$ cat config.mk
export PLATFORM = sky130hd
export DESIGN_NAME = ext_pipe_flat
export DESIGN_NICKNAME = d
export VERILOG_FILES = /design/src/rtl/ext_pkg.sv /design/src/rtl/ext_pipe_if.sv /design/src/rtl/ext_core.sv /design/src/rtl/ext_pipe.sv /design/src/flat_wrapper.sv
export SDC_FILE = /design/constraint.sdc
export NUM_CORES = 1
export LEC_CHECK = 0
export ABC_AREA = 1
export CAP_MARGIN = 20
export CORE_MARGIN = 2
export CORE_UTILIZATION = 52
export DETAILED_ROUTE_END_ITERATION = 16
export PLACE_DENSITY = 0.85
export REMOVE_ABC_BUFFERS = 1
export SYNTH_ARGS = -nofsm -noshare
export SYNTH_HDL_FRONTEND = slang
export SYNTH_SLANG_ARGS = --single-unit
$ cat constraint.sdc
create_clock -name clk -period 2 [get_ports clk]
set_clock_uncertainty 0.1 [all_clocks]
set_input_delay 0.6 -clock clk [delete_from_list [all_inputs] [get_ports clk]]
set_output_delay 0.6 -clock clk [all_outputs]
set_load 0.02 [all_outputs]
$ cat src/rtl/ext_pkg.sv
// Shared op codes and sizing helpers for the extension pipeline.
package ext_pkg;

    localparam logic [2:0] OP_SIGN = 3'd0;
    localparam logic [2:0] OP_ZERO = 3'd1;
    localparam logic [2:0] OP_LUI  = 3'd2;
    localparam logic [2:0] OP_LB   = 3'd3;
    localparam logic [2:0] OP_LBU  = 3'd4;
    localparam logic [2:0] OP_LH   = 3'd5;
    localparam logic [2:0] OP_LHU  = 3'd6;
    localparam logic [2:0] OP_LW   = 3'd7;

    // Width of the byte offset within one datapath word.
    function automatic int off_w(input int data_w);
        return $clog2(data_w / 8);
    endfunction

endpackage

$ cat src/rtl/ext_pipe_if.sv
// Producer/consumer handshake bundle for ext_pipe; the slave modport is the block side.
interface ext_pipe_if
    import ext_pkg::*;
#(
    parameter int DATA_W = 32,
    parameter int IMM_W  = 16,
    parameter int DEPTH  = 2
);
    localparam int OFF_W = off_w(DATA_W);
    localparam int LVL_W = $clog2(DEPTH) + 1;

    logic              flush;
    logic              in_valid;
    logic              in_ready;
    logic [2:0]        in_op;
    logic [IMM_W-1:0]  in_imm;
    logic [DATA_W-1:0] in_word;
    logic [OFF_W-1:0]  in_addr_lo;
    logic              out_valid;
    logic              out_ready;
    logic [DATA_W-1:0] out_data;
    logic              out_adel;
    logic [LVL_W-1:0]  level;

    modport master (
        output flush, in_valid, in_op, in_imm, in_word, in_addr_lo, out_ready,
        input  in_ready, out_valid, out_data, out_adel, level
    );

    modport slave (
        input  flush, in_valid, in_op, in_imm, in_word, in_addr_lo, out_ready,
        output in_ready, out_valid, out_data, out_adel, level
    );

endinterface

$ cat src/rtl/ext_core.sv
// Combinational immediate / load-data extension with misaligned-load detection.
module ext_core
    import ext_pkg::*;
#(
    parameter int DATA_W = 32,
    parameter int IMM_W  = 16,
    parameter int OFF_W  = off_w(DATA_W)
) (
    input  logic [2:0]        in_op,
    input  logic [IMM_W-1:0]  in_imm,
    input  logic [DATA_W-1:0] in_word,
    input  logic [OFF_W-1:0]  in_addr_lo,
    output logic [DATA_W-1:0] result,
    output logic              adel
);

    logic [7:0]  byte_v;
    logic [15:0] half_v;

    // Halfword index drops the low offset bit so the select never runs off the word.
    always_comb begin
        byte_v = in_word[{in_addr_lo, 3'b000} +: 8];
        half_v = in_word[{in_addr_lo[OFF_W-1:1], 4'b0000} +: 16];
    end

    always_comb begin
        result = '0;
        adel   = 1'b0;
        case (in_op)
            OP_SIGN: result = {{(DATA_W-IMM_W){in_imm[IMM_W-1]}}, in_imm};
            OP_ZERO: result = {{(DATA_W-IMM_W){1'b0}}, in_imm};
            OP_LUI:  result = {in_imm, {(DATA_W-IMM_W){1'b0}}};
            OP_LB:   result = {{(DATA_W-8){byte_v[7]}}, byte_v};
            OP_LBU:  result = {{(DATA_W-8){1'b0}}, byte_v};
            OP_LH: begin
                if (in_addr_lo[0]) adel = 1'b1;
                else               result = {{(DATA_W-16){half_v[15]}}, half_v};
            end
            OP_LHU: begin
                if (in_addr_lo[0]) adel = 1'b1;
                else               result = {{(DATA_W-16){1'b0}}, half_v};
            end
            OP_LW: begin
                if (in_addr_lo != '0) adel = 1'b1;
                else                  result = in_word;
            end
            default: ;
        endcase
    end

endmodule

$ cat src/rtl/ext_pipe.sv
// Extension unit feeding a DEPTH-entry FIFO with valid/ready on both sides.
module ext_pipe
    import ext_pkg::*;
#(
    parameter int DATA_W = 32,
    parameter int IMM_W  = 16,
    parameter int DEPTH  = 2
) (
    input logic       clk,
    input logic       reset,
    ext_pipe_if.slave bus
);

    localparam int PTR_W = $clog2(DEPTH);
    localparam int LVL_W = PTR_W + 1;

    typedef struct packed {
        logic [DATA_W-1:0] data;
        logic              adel;
    } entry_t;

    entry_t            mem_q [DEPTH];
    entry_t            mem_d [DEPTH];
    logic [PTR_W-1:0]  wr_ptr_q, wr_ptr_d;
    logic [PTR_W-1:0]  rd_ptr_q, rd_ptr_d;
    logic [LVL_W-1:0]  level_q, level_d;

    logic [DATA_W-1:0] core_data;
    logic              core_adel;
    logic              push;
    logic              pop;
    logic              out_valid;

    ext_core #(
        .DATA_W (DATA_W),
        .IMM_W  (IMM_W)
    ) u_core (
        .in_op      (bus.in_op),
        .in_imm     (bus.in_imm),
        .in_word    (bus.in_word),
        .in_addr_lo (bus.in_addr_lo),
        .result     (core_data),
        .adel       (core_adel)
    );

    // A full FIFO may still accept when the consumer drains the head this cycle.
    always_comb begin
        out_valid    = (level_q != '0);
        bus.in_ready = reset && ((level_q < LVL_W'(DEPTH)) || bus.out_ready);
        push         = bus.in_valid && bus.in_ready;
        pop          = out_valid && bus.out_ready;
    end

    always_comb begin
        bus.out_valid = out_valid;
        bus.out_data  = out_valid ? mem_q[rd_ptr_q].data : '0;
        bus.out_adel  = out_valid ? mem_q[rd_ptr_q].adel : 1'b0;
        bus.level     = level_q;
    end

    // Flush wins over any same-cycle push or pop.
    always_comb begin
        mem_d    = mem_q;
        wr_ptr_d = wr_ptr_q;
        rd_ptr_d = rd_ptr_q;
        level_d  = level_q;
        if (bus.flush) begin
            wr_ptr_d = '0;
            rd_ptr_d = '0;
            level_d  = '0;
        end else begin
            if (push) begin
                mem_d[wr_ptr_q] = '{data: core_data, adel: core_adel};
                wr_ptr_d        = wr_ptr_q + PTR_W'(1);
            end
            if (pop) begin
                rd_ptr_d = rd_ptr_q + PTR_W'(1);
            end
            case ({push, pop})
                2'b10:   level_d = level_q + LVL_W'(1);
                2'b01:   level_d = level_q - LVL_W'(1);
                default: ;
            endcase
        end
    end

    always_ff @(posedge clk or negedge reset) begin
        if (!reset) begin
            mem_q    <= '{default: '0};
            wr_ptr_q <= '0;
            rd_ptr_q <= '0;
            level_q  <= '0;
        end else begin
            mem_q    <= mem_d;
            wr_ptr_q <= wr_ptr_d;
            rd_ptr_q <= rd_ptr_d;
            level_q  <= level_d;
        end
    end

endmodule

$ cat src/flat_wrapper.sv
// flat-port wrapper written by rule: the top's interface ports become plain ports
module ext_pipe_flat import ext_pkg::*;
#(
    parameter int DATA_W = 32,
    parameter int IMM_W  = 16,
    parameter int DEPTH  = 2
)
  (clk, reset, bus_flush, bus_in_valid, bus_in_op, bus_in_imm, bus_in_word, bus_in_addr_lo, bus_out_ready, bus_in_ready, bus_out_valid, bus_out_data, bus_out_adel, bus_level);
  ext_pipe_if #(.DATA_W(DATA_W), .IMM_W(IMM_W), .DEPTH(DEPTH)) bus_i ();
  input logic clk;
  input logic reset;
  input wire logic [$bits(bus_i.flush)-1:0] bus_flush;
  input wire logic [$bits(bus_i.in_valid)-1:0] bus_in_valid;
  input wire logic [$bits(bus_i.in_op)-1:0] bus_in_op;
  input wire logic [$bits(bus_i.in_imm)-1:0] bus_in_imm;
  input wire logic [$bits(bus_i.in_word)-1:0] bus_in_word;
  input wire logic [$bits(bus_i.in_addr_lo)-1:0] bus_in_addr_lo;
  input wire logic [$bits(bus_i.out_ready)-1:0] bus_out_ready;
  output wire logic [$bits(bus_i.in_ready)-1:0] bus_in_ready;
  output wire logic [$bits(bus_i.out_valid)-1:0] bus_out_valid;
  output wire logic [$bits(bus_i.out_data)-1:0] bus_out_data;
  output wire logic [$bits(bus_i.out_adel)-1:0] bus_out_adel;
  output wire logic [$bits(bus_i.level)-1:0] bus_level;
  assign bus_i.flush = bus_flush;
  assign bus_i.in_valid = bus_in_valid;
  assign bus_i.in_op = bus_in_op;
  assign bus_i.in_imm = bus_in_imm;
  assign bus_i.in_word = bus_in_word;
  assign bus_i.in_addr_lo = bus_in_addr_lo;
  assign bus_i.out_ready = bus_out_ready;
  assign bus_in_ready = bus_i.in_ready;
  assign bus_out_valid = bus_i.out_valid;
  assign bus_out_data = bus_i.out_data;
  assign bus_out_adel = bus_i.out_adel;
  assign bus_level = bus_i.level;
  ext_pipe #(.DATA_W(DATA_W), .IMM_W(IMM_W), .DEPTH(DEPTH)) u_core (.clk(clk), .reset(reset), .bus(bus_i));
endmodule
==> results of run 1 <==
## power by group through the flow
stage	clock network (mW)	logic (mW)	registers (mW)
2_1_floorplan	0	0.745	1.87
3_3_place_gp	0	1.42	1.87
3_5_place_dp	0	1.47	1.88
4_1_cts	1.35	1.63	1.86
5_1_grt	1.41	1.86	1.91
6_report	1.34	1.71	1.88
## placed cells by master (no fill, tap or decap), types with 3 or more instances in the layout
| master | count |
|---|---|
| nand2_1 | 356 |
| nor2_1 | 76 |
| dfrtp_1 | 69 |
| buf_4 | 68 |
| clkdlybuf4s50_1 | 51 |
| inv_1 | 38 |
| nand3_1 | 32 |
| a21oi_2 | 25 |
| buf_6 | 17 |
| buf_12 | 17 |
| nand4_1 | 16 |
| clkbuf_8 | 11 |
| a21oi_1 | 10 |
| nand4_2 | 10 |
| o21ai_0 | 9 |
| nand2_2 | 8 |
| nand2_4 | 5 |
| inv_2 | 5 |
| nand3_2 | 4 |
| dlymetal6s2s_1 | 4 |
| nor2_4 | 3 |
| dlygate4sd2_1 | 3 |
## what timing repair did
| item | 4_1_cts | 5_1_grt |
|---|---|---|
| endpoints found under the setup margin | 39 | 71 |
| pin swaps | 5 | 6 |
| resized for setup | 228 | 38 |
| buffers inserted | 7 | 4 |
| cloned | 1 | 0 |
## flip-flops by register name (all words and copies together), names as in the netlist
name,count
u_core.mem_q,66
u_core.wr_ptr_q,1
u_core.bus.level,2
u_core.rd_ptr_q,1
## cells by family after synthesis
group | synth area share [%]
AOI/OAI and AO/OA | 5.48
buffers and inverters | 9.01
DFF | 37.8
and+or+nand+nor | 47.7
## final cells by class
type	instances	area (µm²)	area share (%)
clock inverters	4	77.6	1.18
multi-input cells	565	2630	39.9
clock buffers	12	155	2.35
flip-flops and latches	70	1750	26.6
well taps	108	135	2.05
repair buffers	162	1660	25.2
inverters	46	183	2.77
## metal layers
metal  global-route usage [%]  up-vias  wire (µm)
li1                         -     2505          -
met5                        0        -          0
met4                     13.9        0        457
met2                     53.5      333       7590
met3                     6.03       57       1410
met1                     40.2     2489       6020
## worst reg2reg max path, delay by kind of cell, from the launching register on
kind	cells	cell delay (ns)
and+or+nand+nor	5	0.66
DFF	1	0.42
buffers and inverters	2	0.47
## worst max path at each step
| stage | end | slack, ns | depth (start not counted) | start |
|---|---|---|---|---|
| 4_1_cts | bus_out_data[23] | -0.17 | 5 | u_core.rd_ptr_q |
| 3_5_place_dp | bus_in_ready | -0.56 | 4 | bus_out_ready |
| 5_1_grt | bus_out_data[4] | -0.23 | 5 | u_core.rd_ptr_q |
| 6_report | bus_out_data[23] | -0.17 | 5 | u_core.rd_ptr_q |
| 3_3_place_gp | bus_in_ready | -0.56 | 4 | bus_out_ready |
| 2_1_floorplan | bus_out_adel | -0.49 | 4 | u_core.bus.level[1] |
## metrics by stage
stage	TNS, ns	total power, mW
after global placement	-26.02	3.28
after detailed placement	-29.15	3.35
after floorplan	-32.39	2.61
after global routing	-6.25	5.18
after CTS	-4.51	4.84
final	-4.55	4.93
==> results.py, run 1 <==
metrics = {
    "power_and_ir_drop": {
        "comb_power_share_pct": 34.8,
        "p_int_mw": 3.23,
        "swShare_pct": 34.5,
        "switchingPower_mw": 1.70,
        "clkPwrFrac_pct": 27.1,
        "power.share.sequential_pct": 38.2,
        "power_density_nw_per_um2": 748,
        "p_leak_nw": 3.44,
        "irDropWorstVdd_mv": 0.417,
    },
    "route": {
        "vias": 5384,
        "dr.pass1.iters": 6,
        "drc": 0,
        "routed_wl_um": 15500,
        "wl_per_cell_um": 16.0,
        "drtIter0Drc": 598,
        "via_per_inst": 5.57,
        "drtAntennaViolNets": 0,
    },
    "hold_path": {
        "hp-class": "flop to flop",
        "worstHoldEndpoint": "u_core.mem_q[37]",
        "hp-start": "u_core.mem_q[37]",
        "whs_path_depth": 2,
    },
    "die": {
        "rows": 34,
        "die_area_um2": 9690,
        "die_h_um": 98.4,
        "io_pins": 95,
        "chipWidth_um": 98.4,
        "fp.coreArea_um2": 8680,
        "start_util_pct": 53.4,
    },
    "critical_path": {
        "r2r_cells": 7,
        "slowest_delay_ns": 0.46,
        "r2r_slack_ns": 0.29,
        "critPathKind": "flop to output port",
        "critPathArrivalTime_ns": 1.47,
        "required_ns": 1.30,
        "crit_fanout": 8,
        "r2r-end": "u_core.mem_q[51]",
        "path_cells": "clkinv_4, buf_12, nand2_4, a21oi_4, buf_6",
        "critPathCaptureType": "output port",
        "r2r-start": "u_core.bus.level[1]",
        "critPathBufInv": 3,
        "cp_top_family": "flip-flops",
        "slowest_stage": "dfrtp_2",
        "start_kind": "flop",
    },
    "yosys": {
        "synth.yosys.seq_area_share_pct": 37.8,
        "ys_ff_latch": 70,
        "syn_inst": 719,
        "synth_top_flop_cell": "dfrtp_1",
        "ys_top_cells_by_area": "dfrtp_1 (38%), nand2_1 (30%), nor2_1 (6.2%)",
        "yosysTopAreaCell": "dfrtp_1",
        "synth_most_common_cell": "nand2_1",
        "synth_edf_count": 0,
        "syn_area_per_cell_um2": 6.45,
        "ys_warn_count": 0,
        "syn_area_um2": 4640,
        "synthArstFlopShare_pct": 100,
        "synth_top_area_share_pct": 37.8,
        "netlist_top_cells_count": "nand2_1 (365), nor2_1 (77), dfrtp_1 (70)",
        "ys_types": 26,
    },
    "clock_network": {
        "cts-htree-levels": 3,
        "cts_hold_buf": 0,
        "cts_tree": "built",
        "numCtsBuffers": 9,
        "clock_latency_ns": 0.36,
        "clkTransAtPathRegs_ns": 0.08,
        "cts_sinks": 70,
        "clk_path_buf_depth": 2,
        "root_buffer": "clkbuf_8",
    },
    "grt": {
        "antenna_found_initial": 0,
        "grt_pass1_wl_um": 24800,
        "grt_max_degree": 71,
        "grt_pass1_vias": 5306,
        "overflow": 0,
        "grt_use_total_pct": 31.8,
    },
    "place": {
        "dp_slack_ns": -0.555,
        "dpl_cell_area_um2": 6020,
        "numPortBuffers": 94,
        "gp_congestion": 0.995,
        "dp.cells": 939,
        "hpwl_um": 10500,
    },
    "finish": {
        "utilization_pct": 76.0,
        "nFillCells": 646,
        "layout-drive-gt1-share_pct": 22.4,
        "n_antenna_cell": 0,
        "syn_to_final_growth_pct": 42.2,
        "fin_area_um2": 6600,
        "fin_nets": 912,
        "fin_cells": 967,
    },
    "timing": {
        "rsz0062_at_grt": "true",
        "finalSetupViolCount": 34,
        "timing_hold_violations_final": 0,
        "layout_setup_ws_ns": -0.171,
        "worst_pin_slew_ns": 0.890,
        "max-slew-margin-rel_pct": 40.7,
        "clock.fmax_mhz": 461,
        "period_share_pct": 109,
        "hold_ws_ns": 0.385,
        "min_period_ns": 2.17,
        "slew_viol_final": 0,
    },
    "run": {
        "cap_violations": 0,
    },
    "status": {
        "status": "finished with violations",
        "violations": "negative setup slack",
    },
}
(Power assumes the default switching activity.)
==> run 2: changes to the inputs <==
--- a/config.mk
+++ b/config.mk
@@ -6,6 +6,7 @@
 export NUM_CORES = 1
 export LEC_CHECK = 0
 export ABC_AREA = 1
+export ABC_CLOCK_PERIOD_IN_PS = 2000
 export CAP_MARGIN = 20
 export CORE_MARGIN = 2
 export CORE_UTILIZATION = 52
==> results of run 2 <==
The final DEF is identical to that of run 1; final timing and power are the same.
